## config.mk

```make
export PLATFORM = sky130hd
export DESIGN_NAME = mul_shift_add_seq
export DESIGN_NICKNAME = d
export VERILOG_FILES = /design/src/rtl/mul_shift_add_seq.sv
export SDC_FILE = /design/constraint.sdc
export NUM_CORES = 1
export LEC_CHECK = 0
export BUFFER_PORTS_ARGS = -buffer_cell sky130_fd_sc_hd__buf_2
export CAP_MARGIN = 10
export CORE_UTILIZATION = 66
export DETAILED_ROUTE_END_ITERATION = 6
export GPL_ROUTABILITY_DRIVEN = 0
export PLACE_DENSITY = 0.87
export SETUP_SLACK_MARGIN = 0.1
export SYNTH_ARGS = -nofsm -noshare
export SYNTH_HDL_FRONTEND = slang
export SYNTH_SLANG_ARGS = --single-unit
export TNS_END_PERCENT = 1
```

## constraint.sdc

```tcl
create_clock -name clk -period 5.8 [get_ports clk]
set_input_delay 0.58 -clock clk [delete_from_list [all_inputs] [get_ports clk]]
set_output_delay 0.58 -clock clk [all_outputs]
set_load 0.01 [all_outputs]
```

## src/rtl/mul_shift_add_seq.sv

```systemverilog
// Sequential radix-2 shift-and-add multiplier with start/busy/done handshake,
// optional early termination on an exhausted multiplier, and signed/unsigned operands.
module mul_shift_add_seq #(
  parameter int WIDTH      = 16,
  parameter bit EARLY_TERM = 1'b1
) (
  input  logic               clk,
  input  logic               rst_n,
  input  logic               start,
  input  logic               signed_mode,
  input  logic [WIDTH-1:0]   a_in,
  input  logic [WIDTH-1:0]   b_in,
  input  logic               abort,
  output logic               busy,
  output logic               done,
  output logic [2*WIDTH-1:0] product
);

  localparam int PW = 2 * WIDTH;
  localparam int SW = $clog2(WIDTH);
  localparam logic [SW-1:0] LAST_STEP = SW'(WIDTH - 1);

  typedef enum logic [1:0] {
    S_IDLE = 2'd0,
    S_CALC = 2'd1,
    S_FIX  = 2'd2
  } state_t;

  state_t           state_q, state_d;
  logic [WIDTH-1:0] ma_q, ma_d;
  logic [WIDTH-1:0] mb_q, mb_d;
  logic [PW-1:0]    acc_q, acc_d;
  logic [SW-1:0]    step_q, step_d;
  logic             neg_q, neg_d;
  logic [PW-1:0]    product_q, product_d;
  logic             done_q, done_d;

  logic [WIDTH-1:0] abs_a, abs_b;
  logic [PW-1:0]    addend;
  logic [WIDTH-1:0] mb_shift;

  always_comb begin
    // Magnitudes: -(-2^(WIDTH-1)) wraps to 2^(WIDTH-1), which is the correct unsigned magnitude.
    abs_a    = (signed_mode && a_in[WIDTH-1]) ? -a_in : a_in;
    abs_b    = (signed_mode && b_in[WIDTH-1]) ? -b_in : b_in;
    addend   = {{WIDTH{1'b0}}, ma_q} << step_q;
    mb_shift = mb_q >> 1;

    state_d   = state_q;
    ma_d      = ma_q;
    mb_d      = mb_q;
    acc_d     = acc_q;
    step_d    = step_q;
    neg_d     = neg_q;
    product_d = product_q;
    done_d    = 1'b0;

    case (state_q)
      S_IDLE: begin
        if (start) begin
          ma_d    = abs_a;
          mb_d    = abs_b;
          neg_d   = signed_mode & (a_in[WIDTH-1] ^ b_in[WIDTH-1]);
          acc_d   = '0;
          step_d  = '0;
          state_d = S_CALC;
        end
      end
      S_CALC: begin
        if (abort) begin
          state_d = S_IDLE;
        end else begin
          if (mb_q[0]) begin
            acc_d = acc_q + addend;
          end
          mb_d   = mb_shift;
          step_d = step_q + 1'b1;
          if ((step_q == LAST_STEP) || (EARLY_TERM && (mb_shift == '0))) begin
            state_d = S_FIX;
          end
        end
      end
      S_FIX: begin
        state_d = S_IDLE;
        if (!abort) begin
          product_d = neg_q ? -acc_q : acc_q;
          done_d    = 1'b1;
        end
      end
      default: begin
        state_d = S_IDLE;
      end
    endcase
  end

  always_ff @(posedge clk or negedge rst_n) begin
    if (!rst_n) begin
      state_q   <= S_IDLE;
      ma_q      <= '0;
      mb_q      <= '0;
      acc_q     <= '0;
      step_q    <= '0;
      neg_q     <= 1'b0;
      product_q <= '0;
      done_q    <= 1'b0;
    end else begin
      state_q   <= state_d;
      ma_q      <= ma_d;
      mb_q      <= mb_d;
      acc_q     <= acc_d;
      step_q    <= step_d;
      neg_q     <= neg_d;
      product_q <= product_d;
      done_q    <= done_d;
    end
  end

  assign busy    = (state_q == S_CALC) || (state_q == S_FIX);
  assign done    = done_q;
  assign product = product_q;

endmodule

```

==> run summary, run 1 <==
The run finished with clean final reports. The first routing iteration left 431 violations. Buffers inserted during clock tree synthesis total 9.

The initial antenna violation count is 0. STA classifies the critical path startpoint as a flop. The most used flip-flop cell after synthesis is sky130_fd_sc_hd__dfrtp_1.

In this run the power density over the cells is approximately 490 nW/um2. The antenna diode count came out at 0. The number of register bits inferred by synthesis is ~100.

The maximum clock path buffer count came out at 2. From bottom edge to top edge, the die measures 111 um. The sequential group share of total power came out at between 30% and 40%. The number of levels in the clock H-tree is 3. The cell count after placement came out at ~1100.

In the final routed layout, each cell accounts on average for about 16 um. The final design utilization came out at approximately 73%. The final cell count without fillers is 1139.

The switching share of total power is a little under half. The global-route wire length before repair is just over 30 mm. The source-to-sink clock delay at the later pin of the worst-skew pair came out at 0.35 ns. The initial core utilization is approximately 68%. The number of gates resized after cts is 0. Buffers inserted to repair hold after CTS numbered 0. The sequential cell area fraction in the yosys report came out at about 33%.

The width of the die is 111 um. The number of instances in the synthesized netlist is between 900 and 1000. The critical path starts at step_q[0].

The area growth from synthesis to layout came out at 8.13%. The DRC violations left is 0. The startpoint identified for the worst register-to-register timing path is step_q[0]. The remaining number of nets flagged by the antenna check after routing is 0. Using the TritonRoute via totals, the vias-per-cell ratio works out to 6.13. The area of placed instances is a little over 8000 um2. By startpoint and endpoint, the worst setup path is classified as flop to flop. Entering global routing, the biggest net connects 70 pins.

The die area is around 12000 um2. Summing all non-filler instances in the final layout gives an area of ~8400 um2. The total power draw came out at just over 4 mW. Yosys mapped the design onto 60 distinct sky130hd cell types.

The total clock sinks came out at roughly 100. Setup repair after global routing left no endpoint under its margin. The number of fill cells in the layout is just over 900. STA classifies the critical path endpoint as a flop.

The placement-stage worst setup slack is 1.32 ns. The setup total negative slack is 0 ns. The count of final hold-check violations came to 0.

During placement, the flow inserted port buffers numbering 70. The mapped cell area came out at around 8000 um2. The clock-pin slew on the worst setup and hold paths came out at roughly 0.07 ns. The number of max-slew violations in the final report is 0.

The register area is roughly 2600 um2. The combinational share of power came out at between 50% and 60%. The global-route total usage across every layer came out at ~30%. The final hold slack is 0.167 ns. The I/O pin count is 71. The worst path arrival time is about 4.8 ns. The synthesized net count is 1036.

The part of the total power dissipated in the clock network came out at about 14%. The area inside the core boundary is approximately 11000 um2. For this design the total switching power over the nets is ~2.0 mW. TritonCTS built the clock tree.

The count of max-cap constraint violations came out at 0. The sum of net half-perimeters after detailed placement is around 13 mm. The transition time at the pin with the least slew margin came out at 1.09 ns.

The count of flip-flops with a built-in enable after synthesis came out at 0. The top fanout value on the critical path came out at 24. Summing all multi-input logic gate instances after layout gives 4880 um2. The post-synthesis average cell area came out at 8.10 um2. Setup violations remaining at the end of the flow were counted as 0. In the post-route analysis, the smallest setup slack over all paths is around 1.2 ns. The fmax is approximately 0.22 GHz. The number of vias after detailed routing is 6978. The data required time at the worst endpoint is roughly 6.0 ns. The internal power contribution is 2.20 mW. The reported leakage power is between 3 and 4 nW. The CTS root buffer is sky130_fd_sc_hd__clkbuf_16.

The top cell type by area accounts for between 30% and 40% of the synthesized area. The shortest period the worst path allows is between 4 and 5 ns. The worst min-delay path category is primary input to async pin. The count of buffers added by post-CTS timing repair for setup is 0. Sorting the synthesized cells by area gives the leading types as sky130_fd_sc_hd__dfrtp_1, sky130_fd_sc_hd__o21ai_0, sky130_fd_sc_hd__nand2_1, sky130_fd_sc_hd__xor2_1, sky130_fd_sc_hd__ha_1. After the last flow step, the layout net total stands at 1067. After synthesis, the share of flip-flops with an asynchronous set or reset is 100%. The final critical path takes up between 70% and 80% of the cycle. The final clock skew came out at between 0.006 and 0.007 ns. The layout cell share with drive strength beyond 1 came out at 11.2%.

The total number of yosys warnings came out at 0. The placement row count is 39. The worst slew margin relative to its limit is a little over a quarter.

The via count of the first global-routing pass came out at about 6400. The total wire length after detailed routing is 17.8 mm. The global-route congestion overflow total is 0. The highest ir drop seen on vdd is around 0.00035 V. The post-synthesis cell type with the largest combined area is sky130_fd_sc_hd__dfrtp_1.

The pre-antenna-repair detailed-routing pass consisted of 5 iterations.
## power by group through the flow
stage          Clock (mW)  Combinational, mW  Sequential [mW]
2_1_floorplan           0               1.79             1.17
3_3_place_gp            0               2.20             1.26
3_5_place_dp            0               2.26             1.29
4_1_cts             0.604               2.27             1.27
5_1_grt             0.632               2.57             1.31
6_report            0.595               2.28             1.28
## cells in the mapped netlist, drive strengths merged (17+ instances only)
cell and n:
nor3 20, nor2 59, o31ai 25, clkbuf 48
inv 17, xor2 59, nand2 166, xnor2 23
dfrtp 104, mux2i 19, a21o 20, a21oi 66
o21ai 138, ha 38
## layer usage
layer / part of all wire [%] / routed length [um] / vias up / GRT usage, %
met1: 45 / 8010 / 3182 / 40.7
met4: 2.7 / 481 / 0 / 12.7
met2: 47 / 8260 / 261 / 49.6
li1: - / - / 3490 / -
met3: 5.6 / 1000 / 45 / 3.07
met5: 0 / 0 / - / 0
## state kept, by name, summed over array words and instances (netlist names)
signal,count
mb_q,16
done,1
ma_q,16
neg_q,1
acc_q,32
product,32
state_q,2
step_q,4
## worst max-delay path: stages (launching register included)
cell                       delay (ns)
sky130_fd_sc_hd__dfrtp_1         0.89
sky130_fd_sc_hd__clkinv_1        0.48
sky130_fd_sc_hd__nor2_1          0.19
sky130_fd_sc_hd__a21oi_1         0.06
sky130_fd_sc_hd__nor2b_1         0.15
sky130_fd_sc_hd__a31oi_1         0.24
sky130_fd_sc_hd__nor2_1          0.07
sky130_fd_sc_hd__ha_1            0.38
sky130_fd_sc_hd__a21oi_1         0.23
sky130_fd_sc_hd__a31oi_1         0.17
sky130_fd_sc_hd__o41ai_1         0.65
sky130_fd_sc_hd__o21ai_1         0.25
sky130_fd_sc_hd__a221oi_1        0.41
sky130_fd_sc_hd__xor2_1          0.16
sky130_fd_sc_hd__o21ai_0         0.09
## cells in the final DEF, fill, tap and decap left out, drive strengths merged, types with 8 or more instances in the layout
cell / Yosys / final
nand2: 166 / 166
o21ai: 138 / 138
dfrtp: 104 / 104
buf: 6 / 74
a21oi: 66 / 66
nor2: 59 / 59
xor2: 59 / 59
ha: 38 / 38
o31ai: 25 / 25
xnor2: 23 / 23
nor3: 20 / 20
a21o: 20 / 20
mux2i: 19 / 19
inv: 17 / 18
nand3: 11 / 11
nor2b: 11 / 11
clkbuf: 48 / 11
or3: 10 / 10
nand4: 10 / 10
a31oi: 9 / 9
mux2: 8 / 8
and2: 8 / 8
nand2b: 8 / 8
nor4: 8 / 8
## area by class of cell
cell class	instances	share of cell area, %
Clock buffer	11	2.77
Timing Repair Buffer	74	4.55
Sequential cell	104	31.0
Multi-Input combinational cell	783	58.1
Tap cell	143	2.13
Clock inverter	5	0.670
Inverter	19	0.848
## final timing paths
check	end	slack [ns]	cells after the start
setup / recovery	acc_q[28]	1.19	14
hold / removal	product[5]	0.17	1
setup reg to reg	acc_q[28]	1.19	14
hold reg to reg	product[21]	0.47	2
max in group asynchronous	ma_q[7]	4.42	2
min in group clk	product[21]	0.47	2
## logic make-up (layout without fill, tap and decap cells)
kind of cell               after synthesis  in the layout  share of synthesized area (%)
adders and majority gates               39             39                           6.37
buffers and inverters                   73            109                           3.77
AOI/OAI and AO/OA                      298            298                           22.5
xor gates and xnor gates                82             82                           9.24
DFF                                    104            104                           33.5
muxes                                   32             32                           5.05
and+or+nand+nor                        332            332                           19.6
No activity file was read; power rests on OpenSTA's default activity.
==> run 2: changes to the inputs <==
CORE_UTILIZATION = 61   (was 66)
PLACE_DENSITY = 0.82   (was 0.87)
clock period = 4.4 ns   (was 5.8 ns; I/O delays follow)
==> run 2 against run 1 <==
- critical path depth grew 1
- die area is 8.0% higher
- non-clock buffer count up 7
==> run summary, run 2 (same netlist as run 1, synthesis figures left out) <==
In the layout the commonest cells are sky130_fd_sc_hd__nand2_1, sky130_fd_sc_hd__o21ai_0, sky130_fd_sc_hd__dfrtp_1, sky130_fd_sc_hd__buf_2, sky130_fd_sc_hd__a21oi_1. The kind of cell with the highest combined delay on the critical path is compound AO/OA/AOI/OAI gates. The vias per cell was 5.91 (-3.5%). The count of final hold-check violations came out at 0 (unchanged). The shortest period the worst path allows is 3.90 ns (-0.708 ns). The final-report setup violation count came to 0 (unchanged).

The I/O pin count is 71 (unchanged). Among all stages on the critical path, the largest delay is contributed by sky130_fd_sc_hd__dfrtp_1. The maximum clock path buffer count came out at 2 (unchanged).

The layout cell share with drive strength beyond 1 is 12.2% (+0.92 points). The final layout net count is 1074 (+0.66%). The DRC violations left came to 0 (unchanged). Traced cell by cell, the critical path runs through buf_6, mux2_2, mux2i_1, o21ai_0, nor2_1, a21oi_1, ha_1, a21oi_1, o21ai_0, o21bai_1, a211oi_1, o21ai_1, a221oi_1, xor2_1, o21ai_0.

The number of max-slew violations in the final report was 0 (unchanged). The antenna diode count came out at 0 (unchanged). The remaining number of nets flagged by the antenna check after routing came out at 0 (unchanged).

The CTS tree is done. The global-route met2 utilization came out at 45.9% (-3.7 points). The initial core utilization came out at 63.7% (-4.1 points). The die area came out at 13200 um2 (+8.0%). The worst setup path is of the flop to flop kind.

The library cell used most frequently in the layout, excluding fill and tap cells, is sky130_fd_sc_hd__nand2_1. The power density over the cells is 648 nW/um2 (+31%). The fraction of the cycle the final worst path needs is 88.6% (+9.2 points).

The number of buffers added by the clock tree synthesis step came to 9 (unchanged). Relative to the synthesized area, the layout overhead comes to 9.53%. The number of vias after detailed routing came out at 6925 (-0.76%). The chip height came out at 115 um (+3.9%). The routed length per instance is 15.1 um (-2.9%). The peak per-stage delay on the critical path is 0.49 ns (-0.40 ns). The area of placed instances came to 8200 um2 (+1.0%). The fraction of met3 tracks used by global routing is 4.32% (+1.2 points). The run finished with clean final reports. The global-route total usage across every layer was 28.6% (-1.5 points).

The global-route congestion overflow total came out at 0 (unchanged). The total wire length after detailed routing was 17.7 mm (-0.15%). The count of buffers added by post-CTS timing repair for setup is 0 (unchanged). The hold buffer count at cts was 0 (unchanged). The data required time at the worst endpoint is 4.61 ns (-1.39 ns). The CTS root buffer is sky130_fd_sc_hd__clkbuf_16. The initial antenna violation count is 0 (unchanged).

The sum of net half-perimeters after detailed placement came out at 13.6 mm (+1.2%). The setup total negative slack came out at 0 ns (unchanged). The transition time at the pin with the least slew margin was 1.06 ns (-0.0284 ns).

The reported leakage power came out at 3.95 nW (+0.97%). The placement row count came to 40 (+2.6%). The global-route wire length before repair is 29.9 mm (-1.2%). The worst min-delay path category is primary input to async pin.

The cell count after placement came out at 1155 (+2.8%). The count of max-cap constraint violations came out at 0 (unchanged). The number of levels in the clock H-tree is 3 (unchanged). The via count of the first global-routing pass is 6320 (-1.0%).

The capturing element type of the critical path is a flop. The clock-pin slew on the worst setup and hold paths came out at 0.07 ns (about the same). The final cell count without fillers came out at 1171 (+2.8%). The final design instance area without fill came out at 8520 um2 (+1.3%). Setup repair after global routing left no endpoint under its margin. The cell that appears most often on the critical path is sky130_fd_sc_hd__o21ai_0. The highest ir drop seen on vdd is 0.000680 V (+92%).

The worst path setup slack after routing came out at 0.501 ns (-0.692 ns). The source-to-sink clock delay at the later pin of the worst-skew pair came to 0.36 ns (about the same). The fmax is 0.256 GHz (+18%).

The maximum number of pins on one net before global-route repair was 68 (-2.9%). The layer flagged by global routing as most heavily used is met2. The launching element type of the critical path is a flop. The met1 track utilization from global routing is 38.7% (-2.1 points).

The buffer and inverter count on the worst path came out at 1 (unchanged). The worst path arrival time is 4.11 ns (-0.69 ns). The worst slew margin relative to its limit came out at 29.2% (+1.9 points). The count of routing violations after the opening detailed-route iteration is 458 (+6.3%). The placement-stage worst setup slack came to 0.353 ns (-0.970 ns). The total of buffers placed on input and output ports came out at 70 (unchanged). The final clock skew is 0.00662 ns (-0.000333 ns). The width of the die came out at 115 um (+3.9%).

The detailed-routing iteration count for the pre-antenna-repair pass came out at 5 (unchanged). The top fanout value on the critical path was 21 (-13%). The area inside the core boundary is 12200 um2 (+6.5%). The total clock sinks was 104 (unchanged).
==> run 2: layer usage <==
layer	share of wire, %	vias up
met1	46	3163
met5	0	-
met2	46	224
met4	2.8	0
li1	-	3497
met3	5.6	41
==> run 2: path summary, 6_finish.rpt <==
| path | cells past startpoint | end | from | slack, ns |
|---|---|---|---|---|
| worst max-delay path | 15 | acc_q[28] | step_q[1] | 0.50 |
| worst min-delay path | 1 | product[7] | rst_n | 0.18 |
| worst max register to register | 15 | acc_q[28] | step_q[1] | 0.50 |
| worst min register to register | 2 | product[15] | product[15] | 0.47 |
| max in group asynchronous | 2 | acc_q[25] | rst_n | 3.25 |
| min in group clk | 3 | ma_q[15] | a_in[15] | 0.37 |
==> run 2: area by class of cell <==
class / count / area (um2)
timing repair buffer: 81 / 439
inverter: 19 / 75.1
tap: 168 / 210
multi-input combinational: 783 / 4880
clock inverter: 5 / 62.6
sequential: 104 / 2600
fill: 1050 / 3700
clock buffer: 11 / 243
==> run 2: worst register-to-register path: stages (launching register included) <==
cell and delay, ns:
sky130_fd_sc_hd__dfrtp_1 0.49, sky130_fd_sc_hd__buf_6 0.25, sky130_fd_sc_hd__mux2_2 0.37, sky130_fd_sc_hd__mux2i_1 0.30, sky130_fd_sc_hd__o21ai_0 0.16, sky130_fd_sc_hd__nor2_1 0.13
sky130_fd_sc_hd__a21oi_1 0.06, sky130_fd_sc_hd__ha_1 0.40, sky130_fd_sc_hd__a21oi_1 0.17, sky130_fd_sc_hd__o21ai_0 0.21, sky130_fd_sc_hd__o21bai_1 0.22, sky130_fd_sc_hd__a211oi_1 0.23
sky130_fd_sc_hd__o21ai_1 0.15, sky130_fd_sc_hd__a221oi_1 0.35, sky130_fd_sc_hd__xor2_1 0.17, sky130_fd_sc_hd__o21ai_0 0.08
==> run 2: timing repair <==
action                                  CTS  global route
gates resized for setup                   0             3
hold endpoints to repair                  0             0
endpoints found under the setup margin    0             7
==> run 2: through the flow <==
stage	total power, mW	hold WS (ns)	utilization [%]
floorplan	3.90	0.144	-
global placement	4.58	0.456	67.2
detailed placement	4.68	0.465	67.2
CTS	5.51	0.218	69.7
global route	6.00	0.262	69.7
finish	5.52	0.177	69.7
==> run 2: power breakdown <==
part | switching (mW) | internal [mW] | total, mW
registers | 0.375 | 1.27 | 1.65
clock network | 0.354 | 0.461 | 0.814
logic | 1.86 | 1.20 | 3.06
==> run 3: changes to the inputs <==
==> constraint.sdc (replaced) <==
create_clock -name clk -period 4.4 [get_ports clk]
set_input_delay 0.66 -clock clk [delete_from_list [all_inputs] [get_ports clk]]
set_output_delay 0.66 -clock clk [all_outputs]
set_load 0.01 [all_outputs]
==> run 3 against run 2 <==
- register-to-register slack about the same
- die area is the same
- global-route usage increased by 0.71 points
- via count increased by 1.1%
- fmax about the same
- critical path type unchanged
- critical endpoint unchanged
- largest cell class unchanged
- highest routed layer unchanged
==> run summary, run 3 (same netlist as run 1, synthesis figures left out) <==
The run finished with clean final reports. The count of final hold-check violations came out at 0 (unchanged). The final design utilization was 69.8% (about the same). The area inside the core boundary came out at 12200 um2 (unchanged).

The layout cell share with drive strength beyond 1 is 12.2% (about the same). The final design instance area without fill came out at 8520 um2 (about the same). The setup total negative slack is 0 ns (unchanged). The critical path goes through buf_6, mux2_2, mux2i_1, o21ai_0, nor2_1, a21oi_1, ha_1, a21oi_1, o21ai_0, o21bai_1, a211oi_1, o21ai_1, a221oi_1, xor2_1, o21ai_0.

The fmax came to 0.257 GHz (about the same). The top fanout value on the critical path came out at 21 (unchanged). The worst register-to-register path begins at step_q[1]. The worst slew margin relative to its limit came out at 29.9% (+0.69 points).

The fraction of the cycle the final worst path needs came out at 88.5% (about the same). The final layout net count came out at 1075 (+0.093%). The depth of the worst register-to-register path came out at 15 (unchanged). The number of levels in the clock H-tree is 3 (unchanged).

The capturing element type of the critical path is a flop. The shortest period the worst path allows came out at 3.90 ns (-0.00291 ns). The number of buffers added by the clock tree synthesis step came out at 9 (unchanged). The global-route congestion overflow total is 0 (unchanged). The most numerous cell type found on the critical path is sky130_fd_sc_hd__o21ai_0. The final cell count without fillers is 1172 (+0.085%).

The maximum clock path buffer count came out at 2 (unchanged). The total wire length after detailed routing came out at 18.1 mm (+2.2%). The clock-pin slew on the worst setup and hold paths is 0.07 ns (about the same). The final-report setup violation count came to 0 (unchanged).

The source-to-sink clock delay at the later pin of the worst-skew pair is 0.36 ns (about the same). The number of logic stages on the critical path including buffering was 15 (unchanged). The area growth from synthesis to layout was 9.61% (about the same). The reg2reg setup slack came out at 0.50 ns (about the same). The reported leakage power is 3.96 nW (+0.30%).

The width of the die came to 115 um (unchanged). The chip height was 115 um (unchanged). The antenna diode count came to 0 (unchanged). The vias per cell is 5.97 (+1.0%). The number of fill cells in the layout was 1085 (+3.3%). The global-route wire length before repair was 30.4 mm (+1.7%). The via count of the first global-routing pass is 6423 (+1.6%). The tightest min-delay check is of the primary input to async pin type. The CTS tree is done. The data required time at the worst endpoint came to 4.61 ns (about the same).

The top cell types in the final layout, fill and taps aside, are sky130_fd_sc_hd__nand2_1, sky130_fd_sc_hd__o21ai_0, sky130_fd_sc_hd__dfrtp_1, sky130_fd_sc_hd__buf_2, sky130_fd_sc_hd__a21oi_1. The routed length per instance came out at 15.5 um (+2.1%). Among all stages on the critical path, the largest delay is contributed by sky130_fd_sc_hd__dfrtp_1. The final clock skew came to 0.00946 ns (+0.00284 ns). The power density over the cells came out at 653 nW/um2 (+0.85%). The cell count after placement is 1156 (+0.087%). The global-route total usage across every layer is 29.4% (+0.71 points). The transition time at the pin with the least slew margin was 1.05 ns (-0.0103 ns).

The total clock sinks is 104 (unchanged). The kind of cell with the highest combined delay on the critical path is compound AO/OA/AOI/OAI gates. The sum of net half-perimeters after detailed placement came to 13.8 mm (+1.2%). The register area is 2600 um2 (unchanged). The maximum number of pins on one net before global-route repair came out at 66 (-2.9%).

The path type of the worst setup path is flop to flop. The initial core utilization was 63.7% (unchanged). The area of placed instances is 8210 um2 (about the same). The remaining number of nets flagged by the antenna check after routing is 0 (unchanged). The count of buffers added by post-CTS timing repair for setup was 0 (unchanged). The launching element of the worst setup path is step_q[1]. Setup repair after global routing left no endpoint under its margin. The buffer and inverter count on the worst path is 1 (unchanged).

The total of buffers placed on input and output ports is 70 (unchanged). The number of vias after detailed routing came out at 7001 (+1.1%). The die area came out at 13200 um2 (unchanged). The DRC violations left came out at 0 (unchanged).

The placement row count is 40 (unchanged). The detailed-routing iteration count for the pre-antenna-repair pass is 5 (unchanged). The number of max-slew violations in the final report came out at 0 (unchanged). Leaving out fill and tap cells, the most frequent cell in the layout is sky130_fd_sc_hd__nand2_1. The count of routing violations after the opening detailed-route iteration is 545 (+19%). The worst setup path is launched from a flop.

The highest ir drop seen on vdd is 0.000507 V (-25%). The combined area of the multi-input logic cells is 4880 um2 (unchanged). The worst path arrival time is 4.11 ns (about the same). The I/O pin count came out at 71 (unchanged). The count of max-cap constraint violations is 0 (unchanged). The initial antenna violation count came out at 0 (unchanged).

The peak per-stage delay on the critical path is 0.49 ns (about the same). The CTS root buffer is sky130_fd_sc_hd__clkbuf_16.
run 3: cell types whose count changed in the layout (fill, tap and decap cells not counted):
cell | before | now
sky130_fd_sc_hd__clkbuf_8 | 1 | 2
sky130_fd_sc_hd__clkinvlp_4 | 3 | 1
sky130_fd_sc_hd__buf_4 | 11 | 12
sky130_fd_sc_hd__clkinv_2 | 0 | 1
sky130_fd_sc_hd__inv_6 | 2 | 1
sky130_fd_sc_hd__clkinv_1 | 1 | 2
run 3: cell type report:
class,count,share of cell area [%]
Clock buffer,12,3.01
Tap cell,168,2.47
Timing Repair Buffer,82,5.24
Inverter,19,0.837
Multi-Input combinational cell,783,57.3
Clock inverter,4,0.602
Sequential cell,104,30.6
run 3: worst reg2reg max path: stages, from the launching register on:
cell and delay, ns:
sky130_fd_sc_hd__dfrtp_1 0.49, sky130_fd_sc_hd__buf_6 0.25, sky130_fd_sc_hd__mux2_2 0.37, sky130_fd_sc_hd__mux2i_1 0.32
sky130_fd_sc_hd__o21ai_0 0.17, sky130_fd_sc_hd__nor2_1 0.13, sky130_fd_sc_hd__a21oi_1 0.07, sky130_fd_sc_hd__ha_1 0.40
sky130_fd_sc_hd__a21oi_1 0.17, sky130_fd_sc_hd__o21ai_0 0.21, sky130_fd_sc_hd__o21bai_1 0.22, sky130_fd_sc_hd__a211oi_1 0.24
sky130_fd_sc_hd__o21ai_1 0.14, sky130_fd_sc_hd__a221oi_1 0.32, sky130_fd_sc_hd__xor2_1 0.16, sky130_fd_sc_hd__o21ai_0 0.08
run 3: per-layer routing:
| metal | global-route usage (%) | up-vias | routed length [um] | part of all wire [%] |
|---|---|---|---|---|
| met5 | 0 | - | 0 | 0 |
| met1 | 38.7 | 3215 | 8210 | 45 |
| met2 | 48.6 | 249 | 8500 | 47 |
| met3 | 4.27 | 31 | 1000 | 5.5 |
| li1 | - | 3506 | - | - |
| met4 | 12.3 | 0 | 403 | 2.2 |
run 3: final timing paths:
path / endpoint
worst min register to register: product[18]
worst min-delay path: product[9]
max in group asynchronous: step_q[0]
worst max-delay path: acc_q[28]
min in group clk: product[18]
worst max register to register: acc_q[28]
run 3: per-stage QoR:
stage	power, mW	setup slack, ns	hold WS, ns
final	5.57	0.504	0.131
after global routing	6.04	0.152	0.143
after CTS	5.55	0.375	0.129
after detailed placement	4.69	0.376	0.465
after global placement	4.59	0.517	0.455
after floorplan	3.90	0.570	0.364
run 3: what timing repair did:
item                                    4_1_cts  5_1_grt
endpoints found under the setup margin        0        8
hold buffers                                  0        0
gates resized for setup                       0        2
run 3: where the power goes:
| part | switching, mW | internal (mW) | leakage, nW |
|---|---|---|---|
| logic | 1.89 | 1.20 | 2.42 |
| registers | 0.382 | 1.27 | 1.39 |
| clock network | 0.351 | 0.473 | 0.149 |
| total | 2.62 | 2.94 | 3.96 |
